## src/rtl/btn_conditioner.sv

```systemverilog
// btn_conditioner
//   Player-input front end: synchronizes and debounces four raw buttons, then
//   accepts a single press at a time and reports it as a 2-bit button number
//   with a held flag and one-cycle press/release strobes. Presses of two or
//   more buttons are refused until every button has been released.
//
// Ports
//   clk           system clock
//   reset         synchronous, active-high
//   btns[3:0]     raw asynchronous buttons, active-high
//   enable        allows new presses to be accepted (does not abort a held one)
//   num[1:0]      index of the accepted button; holds after release
//   pressed       high while the accepted button stays stably held
//   press_pulse   one-cycle strobe on acceptance
//   release_pulse one-cycle strobe on release of the accepted button

// One button lane: two-flop synchronizer followed by a counting debouncer.
// The stable level only flips after DEBOUNCE_CYCLES consecutive disagreeing
// samples; any agreeing sample restarts the count.
module btn_debounce #(
    parameter int unsigned DEBOUNCE_CYCLES = 500000,
    parameter int unsigned CNT_W           = 20
) (
    input  logic clk,
    input  logic reset,
    input  logic raw,
    output logic stable
);
    localparam logic [CNT_W-1:0] LAST = CNT_W'(DEBOUNCE_CYCLES - 1);

    logic             s1, s2;
    logic [CNT_W-1:0] cnt;

    always_ff @(posedge clk) begin
        if (reset) begin
            s1     <= 1'b0;
            s2     <= 1'b0;
            stable <= 1'b0;
            cnt    <= '0;
        end else begin
            s1 <= raw;
            s2 <= s1;
            if (s2 == stable) begin
                cnt <= '0;
            end else if (cnt == LAST) begin
                stable <= s2;
                cnt    <= '0;
            end else begin
                cnt <= cnt + 1'b1;
            end
        end
    end
endmodule

module btn_conditioner #(
    parameter int unsigned DEBOUNCE_CYCLES = 500000,
    parameter int unsigned CNT_W           = 20
) (
    input  logic       clk,
    input  logic       reset,
    input  logic [3:0] btns,
    input  logic       enable,
    output logic [1:0] num,
    output logic       pressed,
    output logic       press_pulse,
    output logic       release_pulse
);
    localparam int NUM_BTNS = 4;

    typedef enum logic [1:0] {
        IDLE    = 2'd0,
        HELD    = 2'd1,
        LOCKOUT = 2'd2
    } state_t;

    logic [NUM_BTNS-1:0] stable;

    for (genvar g = 0; g < NUM_BTNS; g++) begin : g_lane
        btn_debounce #(
            .DEBOUNCE_CYCLES(DEBOUNCE_CYCLES),
            .CNT_W          (CNT_W)
        ) u_db (
            .clk   (clk),
            .reset (reset),
            .raw   (btns[g]),
            .stable(stable[g])
        );
    end

    state_t     state, state_n;
    logic [1:0] num_n;
    logic       pressed_n, press_pulse_n, release_pulse_n;
    logic       one_hot, multi;
    logic [1:0] enc;

    // x & (x-1) clears the lowest set bit: non-zero means two or more set.
    assign multi   = (stable & (stable - 4'd1)) != 4'd0;
    assign one_hot = (stable != 4'd0) && !multi;

    always_comb begin
        enc = 2'd0;
        case (stable)
            4'b0010: enc = 2'd1;
            4'b0100: enc = 2'd2;
            4'b1000: enc = 2'd3;
            default: enc = 2'd0;
        endcase
    end

    always_comb begin
        state_n         = state;
        num_n           = num;
        pressed_n       = pressed;
        press_pulse_n   = 1'b0;
        release_pulse_n = 1'b0;
        case (state)
            IDLE: begin
                if (multi) begin
                    state_n = LOCKOUT;
                end else if (enable && one_hot) begin
                    state_n       = HELD;
                    num_n         = enc;
                    pressed_n     = 1'b1;
                    press_pulse_n = 1'b1;
                end
            end
            HELD: begin
                // Only the accepted button matters; others are ignored until
                // it lets go, then decide whether anything is still down.
                if (!stable[num]) begin
                    pressed_n       = 1'b0;
                    release_pulse_n = 1'b1;
                    state_n         = (stable == 4'd0) ? IDLE : LOCKOUT;
                end
            end
            LOCKOUT: begin
                pressed_n = 1'b0;
                if (stable == 4'd0) state_n = IDLE;
            end
            default: begin
                state_n   = IDLE;
                pressed_n = 1'b0;
            end
        endcase
    end

    always_ff @(posedge clk) begin
        if (reset) begin
            state         <= IDLE;
            num           <= 2'd0;
            pressed       <= 1'b0;
            press_pulse   <= 1'b0;
            release_pulse <= 1'b0;
        end else begin
            state         <= state_n;
            num           <= num_n;
            pressed       <= pressed_n;
            press_pulse   <= press_pulse_n;
            release_pulse <= release_pulse_n;
        end
    end
endmodule

```

## config.mk

```make
export PLATFORM = sky130hd
export DESIGN_NAME = btn_conditioner
export DESIGN_NICKNAME = d
export VERILOG_FILES = /design/src/rtl/btn_conditioner.sv
export SDC_FILE = /design/constraint.sdc
export NUM_CORES = 1
export LEC_CHECK = 0
export ABC_AREA = 1
export BUFFER_PORTS_ARGS = -buffer_cell sky130_fd_sc_hd__buf_2
export CAP_MARGIN = 10
export CORE_MARGIN = 2
export CORE_UTILIZATION = 46
export CTS_CLUSTER_SIZE = 30
export DETAILED_ROUTE_END_ITERATION = 10
export SYNTH_ARGS = -nofsm -noshare
export SYNTH_HDL_FRONTEND = slang
export SYNTH_HIERARCHICAL = 1
export SYNTH_SLANG_ARGS = --single-unit
```

## constraint.sdc

```tcl
create_clock -name clk -period 3.55 [get_ports clk]
set_clock_uncertainty 0.05 [all_clocks]
set_input_delay 0 -clock clk [delete_from_list [all_inputs] [get_ports clk]]
set_output_delay 0 -clock clk [all_outputs]
set_load 0.05 [all_outputs]
```

==> run summary, run 1 <==
The delay of the slowest cell on the worst path came out at 0.37 ns. By area the synthesized netlist is led by sky130_fd_sc_hd__dfxtp_1 38%, sky130_fd_sc_hd__nand2_1 12%, sky130_fd_sc_hd__nor2_1 8.5%, sky130_fd_sc_hd__nor2_2 6.5%, sky130_fd_sc_hd__nand3_1 5.5%. Gates resized during post-CTS repair numbered 0.

For this run, design rule violations remaining after detail routing come to 0. Counting I/O delays and the setup requirement, the final critical path takes 1.608 ns. The longest clock path from root to sink contains 2 buffers. The share of synthesized flip-flops with an asynchronous set or reset works out to 0.

The initialized floorplan defines 38 standard-cell rows. The first global-routing pass estimated 18060 um of wire. The actual transition at the worst max-transition pin was 0.3752 ns.

The tightest min-delay check is of the reg -> reg type. In this run the remaining antenna-violating nets after routing total 0. The number of antenna violations at the first check in global routing is 0.

Clock tree synthesis selected as its root buffer the cell sky130_fd_sc_hd__clkbuf_16. The peak fanout along the critical path came out at 18. The cell type with the highest aggregate area in the netlist was sky130_fd_sc_hd__dfxtp_1. The overall routing resource usage was 0.1762; the detailed-route wire length per cell was 11.33 um. After detailed routing, the total wire length is 10340 um. The total I/O pin count came out at 12. The tools report the starting density of the core as 0.4769. The power per cell area was 404.6 nW/um^2. Area of the die: 12260 um^2.

The logs give 1982 um^2 for the register cell area after layout and 7545 um for the post-DP HPWL. Clock latency on the worst-skew pair, taken at its later pin, is 0.35 ns. The run gives 622.0 MHz as the maximum frequency from static timing analysis.

The run gives 0 as the max-slew violation total from the final report. After synthesis, the most frequently instantiated cells are 162 x sky130_fd_sc_hd__nand2_1, 119 x sky130_fd_sc_hd__nor2_1, 99 x sky130_fd_sc_hd__dfxtp_1, 76 x sky130_fd_sc_hd__inv_1, 58 x sky130_fd_sc_hd__nand3_1. Setup repair after global routing left no endpoint under its margin. The number of filler instances in the final layout was 1097. In the synthesized netlist the dominant register cell turns out to be sky130_fd_sc_hd__dfxtp_1. Yosys mapped a number of flops with a built-in enable equal to 0. The tools report the violation count after the first detailed-route iteration as 218.

The worst-path cell with the longest stage delay was sky130_fd_sc_hd__dfxtp_1. The post-route fraction of the period consumed by the critical path works out to 0.4529. Measured along the y axis, the die boundary spans 110.7 um.

The run gives 2872 um^2 as the multi-input logic area. The kind of critical path was reg -> reg. The tools report the hold violation count in the final report as 0.

The signal on the critical path passes through ha_1 > nand3_2 > nor2_2 > nand3_2 > nand2_4 > a21oi_1. Routability-driven placement finished with a final weighted congestion of 0.8518. The summed instance area of the synthesized netlist was 5238 um^2; the clock transition at the registers of the reported paths was 0.07 ns.

For this design the static power due to leakage is 0.001843 uW. The cell with the most instances after synthesis is sky130_fd_sc_hd__nand2_1. The number of buffers and inverters on the critical path is 0. The worst setup path is launched from a register. The post-detailed-route via-to-cell ratio was 4.900. When the netlist entered floorplanning its net count stood at 750. The sequential share of the synthesized area came out at 0.3784. The share of layout cells above drive strength 1 came out at 0.1710.

For the arrival time of the worst setup path, the log shows 1.78 ns. Via count: 4469. In this design, the critical path's most frequently occurring cell is sky130_fd_sc_hd__nand3_2. For this run, the detailed router's first-pass iteration total came to 4. After global routing the overflow that remains totals 0.

The logs give 0.7499 for the worst relative slew slack and 3.72 ns for the endpoint required time on the critical path. The number of global-route vias before repair was 4133. The clock tree synthesis step divided the H-tree into 3 levels.

The average instance area after synthesis came out at 7.087 um^2. The placed instances occupy a cell area of 5388 um^2. Yosys mapped the design onto 25 distinct sky130hd cell types. Compared with the post-synthesis result, the final layout area differs by 11.97%. The maximum resistive drop on vdd is 0.0004076 V, and the number of buffers added for setup after CTS is 0. Once layout is done, the placed cells without fillers occupy 5864 um^2. The cell family contributing the most delay on the critical path is simple AND/OR/NAND/NOR gates. After the last flow step, the layout net total stands at 778. The number of setup violations in the final report was 0; the die extent in x was 110.7 um.

Buffers inserted during clock tree synthesis total 9. The fraction of synthesized cell area taken by the top area cell type works out to 0.3784. The worst setup path is captured at a register. The flow ran to the end, and the final reports show no timing, DRC or antenna violations. The cell count after placement came out at 886. TritonCTS built the clock tree. Max-cap violations in this run came to 0. The logs give 10980 um^2 for the area of the core and 0 for the number of antenna cells inserted. The Yosys step of the flow raised 6 warnings. During placement, the flow inserted port buffers numbering 11. The flop and latch count out of synthesis came out at 99.

Once layout is complete, the cells apart from fillers number 912. Setup total negative slack on the finished layout was measured at 0 ns. Entering global routing, the biggest net connects 19 pins. The tools report the number of standard cells after synthesis as 739.

The clock sink count came out at 99.
[layout by cell type (no fill, tap or decap)]
| cell type | count |
|---|---|
| sky130_fd_sc_hd__nand2_4 | 5 |
| sky130_fd_sc_hd__a21oi_1 | 46 |
| sky130_fd_sc_hd__inv_2 | 5 |
| sky130_fd_sc_hd__nor2_4 | 8 |
| sky130_fd_sc_hd__nor2_2 | 54 |
| sky130_fd_sc_hd__inv_1 | 76 |
| sky130_fd_sc_hd__or2_0 | 12 |
| sky130_fd_sc_hd__o21bai_1 | 4 |
| sky130_fd_sc_hd__or2_2 | 5 |
| sky130_fd_sc_hd__nor2_1 | 119 |
| sky130_fd_sc_hd__ha_1 | 4 |
| sky130_fd_sc_hd__xnor2_1 | 12 |
| sky130_fd_sc_hd__nor3_2 | 4 |
| sky130_fd_sc_hd__nand4_4 | 1 |
| sky130_fd_sc_hd__clkbuf_16 | 9 |
| sky130_fd_sc_hd__nand4_1 | 8 |
| sky130_fd_sc_hd__nand3_2 | 9 |
| sky130_fd_sc_hd__dlygate4sd3_1 | 10 |
| sky130_fd_sc_hd__xor2_1 | 16 |
| sky130_fd_sc_hd__nand2_1 | 162 |
| sky130_fd_sc_hd__bufinv_16 | 4 |
| sky130_fd_sc_hd__buf_2 | 11 |
| sky130_fd_sc_hd__dfxtp_1 | 99 |
| sky130_fd_sc_hd__nand3b_2 | 4 |
| sky130_fd_sc_hd__o21ai_1 | 1 |
| sky130_fd_sc_hd__nand2_2 | 11 |
| sky130_fd_sc_hd__nand3_1 | 58 |
| sky130_fd_sc_hd__o21ai_0 | 12 |
| sky130_fd_sc_hd__clkbuf_1 | 1 |
| sky130_fd_sc_hd__clkbuf_8 | 2 |
[sequential cells by signal (all words and copies together), names as in the netlist]
| name | cells |
|---|---|
| state | 2 |
| g_lane.u_db/stable | 4 |
| pressed | 1 |
| num | 2 |
| press_pulse | 1 |
| g_lane.u_db/cnt | 80 |
| release_pulse | 1 |
| g_lane.u_db/s2 | 4 |
| g_lane.u_db/s1 | 4 |
[repair_timing]
action / 4_1_cts / 5_1_grt
endpoints found under the setup margin: 0 / 0
hold buffers: 10 / 0
hold endpoints to repair: 10 / 0
[worst paths after layout]
kind | start | end | slack [ns] | depth (start not counted)
worst max-delay path | g_lane[1].u_db/cnt[0] | g_lane[1].u_db/cnt[9] | 1.94 | 6
worst min-delay path | g_lane[3].u_db/s1 | g_lane[3].u_db/s2 | 0.36 | 2
worst max register to register | g_lane[1].u_db/cnt[0] | g_lane[1].u_db/cnt[9] | 1.94 | 6
worst min register to register | g_lane[3].u_db/s1 | g_lane[3].u_db/s2 | 0.36 | 2
[metrics by stage]
step	worst slack, ns	hold slack [ns]	power, uW	utilization
6_report	1.942	0.3553	2373	0.5339
5_1_grt	1.820	0.3728	2458	0.5339
4_1_cts	1.931	0.3585	2415	0.5339
3_5_place_dp	1.953	0.1572	1176	0.4905
3_3_place_gp	2.052	0.1519	1174	0.4905
2_1_floorplan	2.131	0.01907	1168	-
[worst reg2reg max path, cell delays in order, from the launching register on]
cell	delay, ns
sky130_fd_sc_hd__dfxtp_1	0.37
sky130_fd_sc_hd__ha_1	0.27
sky130_fd_sc_hd__nand3_2	0.15
sky130_fd_sc_hd__nor2_2	0.18
sky130_fd_sc_hd__nand3_2	0.13
sky130_fd_sc_hd__nand2_4	0.25
sky130_fd_sc_hd__a21oi_1	0.09
[kinds of logic after synthesis]
logic type	synth area share
simple gates	0.4298
flops	0.3784
buf+inv	0.07334
xor+xnor	0.04682
fa+ha+maj	0.009556
compound gates	0.06211
[layer usage]
| layer | vias up | global-route usage | wire, um | part of all wire |
|---|---|---|---|---|
| met4 | 0 | 0.04333 | 106 | 0.010 |
| met3 | 11 | 0.05358 | 299 | 0.029 |
| met2 | 59 | 0.2978 | 4903 | 0.47 |
| met1 | 2030 | 0.2204 | 5027 | 0.49 |
| met5 | - | 0 | 0 | 0 |
| li1 | 2369 | - | - | - |
[where the power goes]
| group | internal (uW) | switching, uW |
|---|---|---|
| logic | 15.9 | 24.0 |
| registers | 1120 | 2.20 |
| clock network | 799 | 416 |
[cell type report]
type                    instances  area share
clock inverters                 4     0.02048
multi-input cells             555      0.4897
clock buffers                  12     0.04374
well taps                     140     0.02987
flip-flops and latches         99      0.3380
inverters                      81     0.05185
repair buffers                 21     0.02646
Note: power is estimated with default switching activity, not from simulation.
==> run 2: changes to the inputs <==
==> constraint.sdc (replaced) <==
create_clock -name clk -period 1.6 [get_ports clk]
set_clock_uncertainty 0.05 [all_clocks]
set_input_delay 0 -clock clk [delete_from_list [all_inputs] [get_ports clk]]
set_output_delay 0 -clock clk [all_outputs]
set_load 0.05 [all_outputs]
==> run 2 against run 1 <==
Clock-buffer cell count stayed put; via count stayed put; die area stayed put; sequential share of layout area is 0.29 points lower; largest power group is now sequential cells.
==> run summary, run 2 (synthesis results as in run 1) <==
The clock insertion delay at the later pin of the skew report was 0.34 ns (about the same); the area of the core was 10980 um^2 (unchanged). Number of flip-flops under the largest register name: 80 (unchanged). The logs give 663.9 MHz (+6.7%) for the maximum frequency from static timing analysis and 0.5386 (+0.004670) for the utilization of the core after routing. The worst setup path is captured at a register.

The delay of the slowest cell on the worst path is 0.37 ns (about the same), and the violation count after the first detailed-route iteration is 260 (+19%). In the layout the commonest cells are 162 x sky130_fd_sc_hd__nand2_1, 118 x sky130_fd_sc_hd__nor2_1, 99 x sky130_fd_sc_hd__dfxtp_1. The vertical extent of the die was 110.7 um (unchanged).

The overall routing resource usage was 0.1782 (+0.001915); the share of layout cells above drive strength 1 was 0.1840 (+0.01306). TritonCTS built the clock tree. The run gives 0 (unchanged) as the number of nets still failing antenna checks after routing. The worst-path cell with the longest stage delay is sky130_fd_sc_hd__dfxtp_1. Setup repair after global routing could not meet its margin everywhere.

The number of port buffers is 11 (unchanged). The number of filler instances in the final layout is 1090 (-0.64%). The number of H-tree branching levels was 3 (unchanged). The detailed-route wire length per cell works out to 11.47 um (+1.2%). The tools report the number of antenna cells inserted as 0 (unchanged).

The power per cell area is 789.1 nW/um^2 (+95%). The number of antenna violations at the first check in global routing is 0 (unchanged). The cell repeated most along the worst path was sky130_fd_sc_hd__nor2_2. For the final total power, the log shows 4668 uW (+97%). Post-route fraction of the period consumed by the critical path: 0.9414 (+0.4886). The number of cell rows is 38 (unchanged), and the via count is 4469 (unchanged). The number of buffers added for setup after CTS is 0 (unchanged), and the total iterations of the first detailed-routing run is 5 (+1). The buffer type at the clock tree root is sky130_fd_sc_hd__clkbuf_16. The logs give 18300 um (+1.3%) for the first-pass GRT wire length and 4291 (+3.8%) for the number of global-route vias before repair. The signal on the critical path passes through ha_2 > nand3_2 > nor2_2 > nand3_4 > nand2_8 > nor2_2. Pin count of the biggest net entering global routing: 19 (unchanged). The number of setup violations in the final report came out at 0 (unchanged).

Clock tree buffer depth: 2 (unchanged). Register with the most flip-flops: g_lane.u_db/cnt. The maximum resistive drop on vdd was 0.0008208 V (+100%); the arrival time of the worst setup path was 1.70 ns (-0.08 ns). The static leakage came out at 0.001826 uW (-0.93%). Worst hold-check path type: in -> reg. The logs give 0.8454 (-0.75%) for the final weighted congestion in routability-driven placement and 10520 um (+1.8%) for the sum of routed wire length over all layers.

The logs give 5916 um^2 (+0.87%) for the finished layout cell area and 0.4769 (unchanged) for the starting density of the core. Worst hold-check slack: 0.3477 ns (-0.007526 ns). The max-slew violation total from the final report was 0 (unchanged); the number of max-capacitance violations reported was 0 (unchanged). Area of the die: 12260 um^2 (unchanged). The kind of critical path is reg -> reg. The library cell used most frequently in the layout, excluding fill and tap cells, is sky130_fd_sc_hd__nand2_1. The run gives 917 (+0.55%) as the filler-free cell count of the finished design. STA classifies the critical path startpoint as a register. The endpoint required time on the critical path was 1.79 ns (-1.93 ns).

The minimum clock period works out to 1.506 ns (-0.1014 ns). The logs give 99 (unchanged) for the clock sink count and 0.6914 (-0.05849) for the worst relative slew slack. The global route total overflow is 0 (unchanged), and the cell count after placement is 891 (+0.56%). The actual transition at the worst max-transition pin works out to 0.4629 ns (+0.08774 ns).

The total number of nets in the final design is 784 (+0.77%), and the post-detailed-route via-to-cell ratio is 4.874 (-0.55%). The run finished with clean final reports. The total I/O pin count came out at 12 (unchanged). The run gives 9 (unchanged) as the clock buffer count from CTS.

The peak fanout along the critical path is 9 (-9). The clock transition at the registers of the reported paths is 0.06 ns (about the same), and the die extent in x is 110.7 um (unchanged). Synthesis-to-layout area growth: 12.95%.

The post-DP HPWL was 7636 um (+1.2%); the remaining routing DRC violations was 0 (unchanged). The logs give 5425 um^2 (+0.70%) for the post-place instance area and 0 (unchanged) for the hold violation count in the final report.
## run 2: cell types whose count changed in the layout (fill, tap and decap cells not counted), sizes merged
cell,before,now
dlygate4sd3,10,9
bufinv,4,1
nand2,178,180
clkinv,0,2
buf,11,16
## run 2: critical path, delay by kind of cell (launching register included)
kind | cells | cell delay, ns
simple gates | 5 | 0.73
fa+ha+maj | 1 | 0.24
flops | 1 | 0.37
## run 2: metrics by stage
| step | setup slack [ns] | setup TNS, ns |
|---|---|---|
| after global routing | -0.01084 | -0.04754 |
| after detailed placement | 0.02035 | 0 |
| after floorplan | 0.1815 | 0 |
| after global placement | 0.1049 | 0 |
| after CTS | 0.003177 | 0 |
| final | 0.09371 | 0 |
## run 2: worst paths after layout
check / depth (start not counted) / slack (ns) / start / end
min: 4 / 0.35 / btns[0] / g_lane[0].u_db/s1
max reg2reg: 6 / 0.09 / g_lane[2].u_db/cnt[0] / g_lane[2].u_db/cnt[11]
max: 6 / 0.09 / g_lane[2].u_db/cnt[0] / g_lane[2].u_db/cnt[11]
min reg2reg: 2 / 0.35 / g_lane[3].u_db/s1 / g_lane[3].u_db/s2
## run 2: report_power, final
| part | internal [uW] | switching [uW] | total (uW) |
|---|---|---|---|
| Sequential | 2480 | 4.72 | 2480 |
| Clock | 1200 | 885 | 2080 |
| Combinational | 41.3 | 61.3 | 103 |
## run 2: what timing repair did
| item | in CTS | in global routing |
|---|---|---|
| hold buffers | 9 | 0 |
| gates resized for setup | 0 | 17 |
| endpoints found under the hold margin | 10 | 0 |
| setup endpoints to repair | 0 | 53 |
## run 2: routing by layer
layer / routed length (um) / share of wire / up-vias / GRT usage
li1: - / - / 2394 / -
met1: 4931 / 0.47 / 2009 / 0.2196
met2: 5108 / 0.49 / 60 / 0.3010
met3: 413 / 0.039 / 6 / 0.05413
met4: 65 / 0.0062 / 0 / 0.05167
met5: 0 / 0 / - / 0
## run 2: final cells by class
type | instances | area (um^2) | area share
Multi-Input combinational cell | 557 | 2995 | 0.5063
Sequential cell | 99 | 1982 | 0.3350
Inverter | 81 | 304.0 | 0.05140
Clock buffer | 12 | 236.5 | 0.03997
Timing Repair Buffer | 25 | 182.7 | 0.03088
Tap cell | 140 | 175.2 | 0.02961
Clock inverter | 3 | 40.04 | 0.006768
